`src/rtl/idct_dp_sched_if.sv`:
```
// Bus bundle for the IDCT dot-product issue scheduler: input vector stream,
// skewed datapath lanes with the returning result, and the output result stream.
interface idct_dp_sched_if;
    logic               in_valid;
    logic               in_ready;
    logic signed [24:0] in_x0;
    logic signed [24:0] in_x1;
    logic signed [24:0] in_x2;
    logic signed [24:0] in_x3;
    logic               in_last;

    logic signed [24:0] dp_x1;
    logic signed [24:0] dp_x2;
    logic signed [24:0] dp_x3;
    logic signed [24:0] dp_x4;
    logic signed [24:0] dp_result;

    logic               out_valid;
    logic               out_ready;
    logic signed [24:0] out_data;
    logic               out_last;

    // Scheduler side.
    modport slave (
        input  in_valid, in_x0, in_x1, in_x2, in_x3, in_last,
        input  dp_result, out_ready,
        output in_ready, dp_x1, dp_x2, dp_x3, dp_x4,
        output out_valid, out_data, out_last
    );

    // Environment side: vector source, datapath and result sink.
    modport master (
        output in_valid, in_x0, in_x1, in_x2, in_x3, in_last,
        output dp_result, out_ready,
        input  in_ready, dp_x1, dp_x2, dp_x3, dp_x4,
        input  out_valid, out_data, out_last
    );
endinterface

```
`src/rtl/idct_dp_sched.sv`:
```
// Issue scheduler for the 4-tap IDCT dot-product datapath. Staggers each
// accepted coefficient vector across four lanes, tracks vectors in flight with
// a token pipe, and captures aligned results into an output FIFO. Issue is
// credit-gated so the stall-free datapath can never overrun the FIFO.
module idct_dp_sched #(
    parameter int FIFO_DEPTH = 8,
    parameter int DP_LAT     = 4
) (
    input  logic              clk,
    input  logic              reset,
    idct_dp_sched_if.slave    bus,
    output logic              busy
);
    localparam int PIPE_D = DP_LAT + 1;
    localparam int TAIL   = PIPE_D - 1;
    localparam int PTR_W  = $clog2(FIFO_DEPTH);
    localparam int CNT_W  = $clog2(FIFO_DEPTH + PIPE_D + 1) + 1;

    typedef enum logic [1:0] {IDLE, RUN, DRAIN} state_t;

    state_t             state;
    logic [PIPE_D-1:0]  tok_valid;
    logic [PIPE_D-1:0]  tok_last;
    logic signed [24:0] lane1_q;
    logic signed [24:0] lane2_q [2];
    logic signed [24:0] lane3_q [3];
    logic signed [24:0] lane4_q [4];
    logic signed [24:0] fifo_data [FIFO_DEPTH];
    logic               fifo_last [FIFO_DEPTH];
    logic [PTR_W-1:0]   rd_ptr;
    logic [PTR_W-1:0]   wr_ptr;
    logic [CNT_W-1:0]   fifo_count;
    logic [CNT_W-1:0]   inflight;
    logic               accept;
    logic               push;
    logic               pop;

    // Count valid tokens in the pipe: vectors issued but not yet in the FIFO.
    always_comb begin
        // NOTE: assign a default before the loop so no path leaves the variable unassigned (no latch).
        inflight = '0;
        for (int i = 0; i < PIPE_D; i++) begin
            inflight = inflight + CNT_W'(tok_valid[i]);
        end
    end

    // Credit check uses the registered FIFO count, so a pop frees space one cycle later.
    assign bus.in_ready = (state != DRAIN) && ((fifo_count + inflight) < CNT_W'(FIFO_DEPTH));
    assign accept       = bus.in_valid && bus.in_ready;
    assign push         = tok_valid[TAIL];
    assign pop          = bus.out_valid && bus.out_ready;

    assign bus.dp_x1 = lane1_q;
    assign bus.dp_x2 = lane2_q[1];
    assign bus.dp_x3 = lane3_q[2];
    assign bus.dp_x4 = lane4_q[3];

    assign bus.out_valid = (fifo_count != '0);
    assign bus.out_data  = bus.out_valid ? fifo_data[rd_ptr] : '0;
    assign bus.out_last  = bus.out_valid ? fifo_last[rd_ptr] : 1'b0;
    assign busy          = (state != IDLE) || (fifo_count != '0);

    // Block-level state: RUN while streaming, DRAIN after an in_last accept.
    always_ff @(posedge clk or negedge reset) begin
        // NOTE: sequential state uses non-blocking assignments so every register samples pre-edge values.
        if (!reset) begin
            state <= IDLE;
        end else begin
            case (state)
                // A one-vector block (in_last on the first accept) drains straight away.
                IDLE:    if (accept) state <= bus.in_last ? DRAIN : RUN;
                RUN: begin
                    if (accept && bus.in_last)        state <= DRAIN;
                    else if (!accept && inflight == '0) state <= IDLE;
                end
                DRAIN:   if (push && tok_last[TAIL]) state <= IDLE;
                default: state <= IDLE;
            endcase
        end
    end

    // Token pipe and lane skew registers; idle lanes shift in zero.
    always_ff @(posedge clk or negedge reset) begin
        if (!reset) begin
            tok_valid <= '0;
            tok_last  <= '0;
            lane1_q   <= '0;
            for (int i = 0; i < 2; i++) lane2_q[i] <= '0;
            for (int i = 0; i < 3; i++) lane3_q[i] <= '0;
            for (int i = 0; i < 4; i++) lane4_q[i] <= '0;
        end else begin
            tok_valid  <= {tok_valid[PIPE_D-2:0], accept};
            tok_last   <= {tok_last[PIPE_D-2:0], accept && bus.in_last};
            lane1_q    <= accept ? bus.in_x0 : '0;
            lane2_q[0] <= accept ? bus.in_x1 : '0;
            lane3_q[0] <= accept ? bus.in_x2 : '0;
            lane4_q[0] <= accept ? bus.in_x3 : '0;
            lane2_q[1] <= lane2_q[0];
            for (int i = 1; i < 3; i++) lane3_q[i] <= lane3_q[i-1];
            for (int i = 1; i < 4; i++) lane4_q[i] <= lane4_q[i-1];
        end
    end

    // FIFO pointers and occupancy; push and pop in one cycle cancel out.
    always_ff @(posedge clk or negedge reset) begin
        if (!reset) begin
            rd_ptr     <= '0;
            wr_ptr     <= '0;
            fifo_count <= '0;
        end else begin
            if (push) wr_ptr <= wr_ptr + PTR_W'(1);
            if (pop)  rd_ptr <= rd_ptr + PTR_W'(1);
            fifo_count <= fifo_count + CNT_W'(push) - CNT_W'(pop);
        end
    end

    // FIFO storage: capture the aligned datapath result with its block-end flag.
    always_ff @(posedge clk) begin
        // NOTE: storage is not reset; pointers/count are, and the head is gated by out_valid.
        if (push) begin
            fifo_data[wr_ptr] <= bus.dp_result;
            fifo_last[wr_ptr] <= tok_last[TAIL];
        end
    end
endmodule

```
`src/flat_wrapper.sv`:
```
// flat-port wrapper written by rule: the top's interface ports become plain ports
module idct_dp_sched_flat 
#(
    parameter int FIFO_DEPTH = 8,
    parameter int DP_LAT     = 4
)
  (clk, reset, busy, bus_in_valid, bus_in_x0, bus_in_x1, bus_in_x2, bus_in_x3, bus_in_last, bus_dp_result, bus_out_ready, bus_in_ready, bus_dp_x1, bus_dp_x2, bus_dp_x3, bus_dp_x4, bus_out_valid, bus_out_data, bus_out_last);
  idct_dp_sched_if bus_i ();
  input  logic clk;
  input  logic reset;
  output logic busy;
  input wire logic [$bits(bus_i.in_valid)-1:0] bus_in_valid;
  input wire logic [$bits(bus_i.in_x0)-1:0] bus_in_x0;
  input wire logic [$bits(bus_i.in_x1)-1:0] bus_in_x1;
  input wire logic [$bits(bus_i.in_x2)-1:0] bus_in_x2;
  input wire logic [$bits(bus_i.in_x3)-1:0] bus_in_x3;
  input wire logic [$bits(bus_i.in_last)-1:0] bus_in_last;
  input wire logic [$bits(bus_i.dp_result)-1:0] bus_dp_result;
  input wire logic [$bits(bus_i.out_ready)-1:0] bus_out_ready;
  output wire logic [$bits(bus_i.in_ready)-1:0] bus_in_ready;
  output wire logic [$bits(bus_i.dp_x1)-1:0] bus_dp_x1;
  output wire logic [$bits(bus_i.dp_x2)-1:0] bus_dp_x2;
  output wire logic [$bits(bus_i.dp_x3)-1:0] bus_dp_x3;
  output wire logic [$bits(bus_i.dp_x4)-1:0] bus_dp_x4;
  output wire logic [$bits(bus_i.out_valid)-1:0] bus_out_valid;
  output wire logic [$bits(bus_i.out_data)-1:0] bus_out_data;
  output wire logic [$bits(bus_i.out_last)-1:0] bus_out_last;
  assign bus_i.in_valid = bus_in_valid;
  assign bus_i.in_x0 = bus_in_x0;
  assign bus_i.in_x1 = bus_in_x1;
  assign bus_i.in_x2 = bus_in_x2;
  assign bus_i.in_x3 = bus_in_x3;
  assign bus_i.in_last = bus_in_last;
  assign bus_i.dp_result = bus_dp_result;
  assign bus_i.out_ready = bus_out_ready;
  assign bus_in_ready = bus_i.in_ready;
  assign bus_dp_x1 = bus_i.dp_x1;
  assign bus_dp_x2 = bus_i.dp_x2;
  assign bus_dp_x3 = bus_i.dp_x3;
  assign bus_dp_x4 = bus_i.dp_x4;
  assign bus_out_valid = bus_i.out_valid;
  assign bus_out_data = bus_i.out_data;
  assign bus_out_last = bus_i.out_last;
  idct_dp_sched #(.FIFO_DEPTH(FIFO_DEPTH), .DP_LAT(DP_LAT)) u_core (.clk(clk), .reset(reset), .bus(bus_i), .busy(busy));
endmodule
```
`config.mk`:
```
export PLATFORM = sky130hd
export DESIGN_NAME = idct_dp_sched_flat
export DESIGN_NICKNAME = d
export VERILOG_FILES = /design/src/rtl/idct_dp_sched_if.sv /design/src/rtl/idct_dp_sched.sv /design/src/flat_wrapper.sv
export SDC_FILE = /design/constraint.sdc
export NUM_CORES = 1
export LEC_CHECK = 0
export CORE_ASPECT_RATIO = 1.2
export CORE_MARGIN = 1.5
export CORE_UTILIZATION = 35
export CTS_CLUSTER_SIZE = 14
export DETAILED_ROUTE_END_ITERATION = 8
export DONT_BUFFER_PORTS = 1
export PLACE_DENSITY_LB_ADDON = 0.05
export SYNTH_ARGS = -nofsm -noshare
export SYNTH_HDL_FRONTEND = slang
export SYNTH_SLANG_ARGS = --single-unit
```
`constraint.sdc`:
```
create_clock -name clk -period 5.8 [get_ports clk]
set_clock_uncertainty 0.2 [all_clocks]
set_input_delay 1.74 -clock clk [delete_from_list [all_inputs] [get_ports clk]]
set_output_delay 1.74 -clock clk [all_outputs]
set_load 0.05 [all_outputs]
```
==> impl_results.md <==
* Syn_area_per_cell at 19.01 µm²
* Rows at 87
* Multi-input logic area at 0.002776 mm²
* Count of state elements after synthesis at 481
* Total gr overflow at 0
* Iter 0 DRT Violations at 294
* Share of layout cells above drive strength 1 at 0.1857
* Synthesized area at 0.01654 mm²
* Hold Buf Count CTS at 0
* Crit-path max cell delay at 0.47 ns
* IO Pins at 259
* Static leakage at 7.646 nW
* Critical Path End: bus_in_ready
* Fin. Hold Viols at 0
* Critical path required time at 3.86 ns
* Fin crit period at 5.585 ns
* Main combinational cell family by area after synthesis: multiplexers
* H-tree depth at 2
* Worst R2R End: u_core.lane3_q[59]$_DFF_PN0_
* RSZ-0062 raised after global routing: false
* Unique masters post-synth at 30
* Critical path, cell by cell: ha_1 > inv_1 > fa_1 > inv_1 > ha_1 > fa_1 > ha_1 > a31o_1 > a21oi_4 > mux2i_1 > a21oi_1 > buf_4
* Sequential-to-total area share from yosys stat at 0.7906
* Critical Path Start: u_core.tok_valid[0]$_DFF_PN0_
* Placed Area at 0.01682 mm²
* R2R Setup Slk at 1.59 ns
* Final HPWL DP at 18390 µm
* Ys Warns at 0
* First-pass GRT wire length at 46820 µm
* Total iterations of the first detailed-routing run at 4
* Critical Path Start Type: flip-flop
* Vias at 6733
* WP depth at 12
* CP dominant cell by count: ha_1
* Worst vdd ir at 0.0002712 V
* Gpl congestion at 0.7028
* Die area at 0.04858 mm²
* Final setup margin at 0.2147 ns
* Clk Latency, worst-skew pair at 0.56 ns
* Synth Area in Adders at 0.01271
* Final WL at 30910 µm
* Status: finished, final reports clean
* Routed Antenna Nets at 0
* Initial antenna violation count at 2
* TNS Setup at 0 ns
* XOR/XNOR Fraction of Synth Area at 0.004236
* Syn Nets at 1015
* Clk sink count at 481
* Synth Area in Compound Gates at 0.003706
* Final Setup Violations at 0
* DR DRC count at 0
* PortBufs at 0
* Initial Util at 0.3534
* Vias per cell at 4.513
* Total power at 9.973 mW
* Area occupied by registers at 0.01308 mm²
* Final Max Slew Viols at 0
* Final period util at 0.9630
* Worst Hold Class: flip-flop to flip-flop
* CTS tree: built
* CTS clk-pin slew, worst paths at 0.06 ns
* Arr. time, crit path at 3.65 ns
* Final-stage net count at 977
* Routed WL per cell at 20.72 µm
* Core area at 0.04681 mm²
* Max Cap Viol at 0
* Root Driver: clkbuf_16
* Layout area overhead at 11.47%
* Slew Limit Headroom at 0.2620
* Cells after synthesis at 870
* All-Layer GR Usage at 0.1305
* TritonCTS Buffers at 48
* Die height at 241.2 µm
* Post-route cell area at 0.01844 mm²
* Max Freq at 179.0 MHz
* Simple-gate portion of the synthesized area at 0.05264
* Worst-Margin Slew at 1.104 ns
* Fillers at 4251
* Cells on worst reg2reg path at 12
* CP Capture Type: primary output
* Mux cell area share after synthesis at 0.09001
* Crit Reg-Reg Startpoint: u_core.tok_valid[0]$_DFF_PN0_
* Largest net degree at the start of global routing at 274
* Slowest-stage cell, CP: fa_1
* Number of global-route vias before repair at 7734
* CP bufs+invs at 3
* Pwr Density at 540.8 mW/mm²
* Post-CTS Setup Bufs at 0
* Top Family by Delay on Critical Path: adder cells
* Pre-CTS setup slack at 0.7361 ns
* Critical Path Fanout Max at 2
* Fin util at 0.3940
* CTS Buffer Depth at 3
* Die W at 201.5 µm
* Crit Path Class: flip-flop to primary output
report_power, final:
part / internal [mW] / switching (mW) / leakage (nW) / total, mW
Sequential: 4.05 / 0.855 / 5.61 / 4.90
Clock: 1.87 / 1.24 / 0.793 / 3.11
Combinational: 0.723 / 1.24 / 1.24 / 1.96
cells in the mapped netlist:
library cell,n,area share
and2_1,103,0.039
a21o_1,1,0.00045
inv_2,1,0.00023
mux2_4,1,0.00091
a21oi_1,4,0.0012
nor3_1,4,0.0012
nor4b_4,1,0.0014
buf_2,13,0.0039
clkbuf_1,13,0.0030
mux4_2,52,0.071
nand2_1,4,0.00091
mux2_2,1,0.00068
xor2_1,4,0.0021
nor2_1,34,0.0077
buf_1,2,0.00045
xnor2_1,4,0.0021
nand3_1,3,0.00091
nand2b_1,4,0.0015
fa_1,3,0.0036
ha_1,12,0.0091
o21bai_1,1,0.00045
edfxtp_1,208,0.38
a21oi_2,1,0.00053
mux2_1,1,0.00068
a31o_1,2,0.0011
inv_1,15,0.0034
buf_6,1,0.00068
buf_4,76,0.034
dfrtp_1,273,0.41
mux2i_1,28,0.017
logic make-up after synthesis:
logic type,count (synthesis)
AOI/OAI and AO/OA,9
xor gates and xnor gates,8
adders and majority gates,15
buffers and inverters,121
DFF,481
muxes,83
and+or+nand+nor,153
worst min path at each step:
stage | start | end | slack [ns] | cells after the start
floorplan | u_core.lane2_q[25]$_DFF_PN0_ | u_core.bus.dp_x2[0]$_DFF_PN0_ | 0.13 | 0
global placement | u_core.lane3_q[54]$_DFF_PN0_ | u_core.lane3_q[29]$_DFF_PN0_ | 0.13 | 0
detailed placement | u_core.lane3_q[28]$_DFF_PN0_ | u_core.bus.dp_x3[3]$_DFF_PN0_ | 0.13 | 0
CTS | u_core.lane3_q[42]$_DFF_PN0_ | u_core.bus.dp_x3[17]$_DFF_PN0_ | 0.14 | 0
global route | u_core.tok_last[2]$_DFF_PN0_ | u_core.tok_last[3]$_DFF_PN0_ | 0.14 | 0
finish | u_core.tok_last[2]$_DFF_PN0_ | u_core.tok_last[3]$_DFF_PN0_ | 0.14 | 0
stage by stage:
step | hold WS, ns | cells
floorplan | 0.1312 | 870
global placement | 0.1318 | 1405
detailed placement | 0.1347 | 1405
CTS | 0.1382 | 1490
global route | 0.1377 | 1491
finish | 0.1408 | 1492
flip-flops by register name, indices dropped and copies added (netlist names), 8 cells and up:
register          cells
u_core.lane2_q       25
u_core.bus.dp_x2     25
u_core.bus.dp_x1     25
u_core.lane4_q       75
u_core.fifo_last      8
u_core.bus.dp_x3     25
u_core.bus.dp_x4     25
u_core.fifo_data    200
u_core.lane3_q       50
metal layers:
layer  up-vias  share of wire  GRT usage
met3        55          0.086    0.05577
met5         -        0.00042          0
li1       2896              -          -
met4         2          0.022    0.04116
met2       202           0.52     0.2286
met1      3578           0.37     0.1433
layout make-up:
| cell class | count | share of cell area |
|---|---|---|
| flip-flops and latches | 481 | 0.7095 |
| multi-input cells | 268 | 0.1506 |
| clock buffers | 68 | 0.07694 |
| well taps | 623 | 0.04227 |
| clock inverters | 17 | 0.01025 |
| repair buffers | 17 | 0.006921 |
| inverters | 16 | 0.003257 |
| diodes | 2 | 0.0002714 |
repair_timing:
item,4_1_cts,5_1_grt
setup endpoints to repair,0,1
endpoints found under the hold margin,0,0
resized for setup,0,1
worst register-to-register path, delay by kind of cell, from the launching register on:
kind | cells | cell delay (ns)
muxes | 1 | 0.43
and+or+nand+nor | 1 | 0.33
adders and majority gates | 5 | 1.68
AOI/OAI and AO/OA | 2 | 0.45
DFF | 1 | 0.38
buffers and inverters | 3 | 0.66
cells in the final DEF, fill, tap and decap left out, drive strengths merged, types with 3 or more instances in the layout:
cell,instances
a21oi,5
and2,103
buf,17
bufinv,4
clkbuf,68
clkinv,10
dfrtp,273
edfxtp,208
fa,3
ha,12
inv,17
mux2,3
mux2i,28
mux4,52
nand2,4
nand2b,4
nand3,3
nor2,34
nor3,4
xnor2,4
xor2,4
No activity file was read; power rests on OpenSTA's default activity.
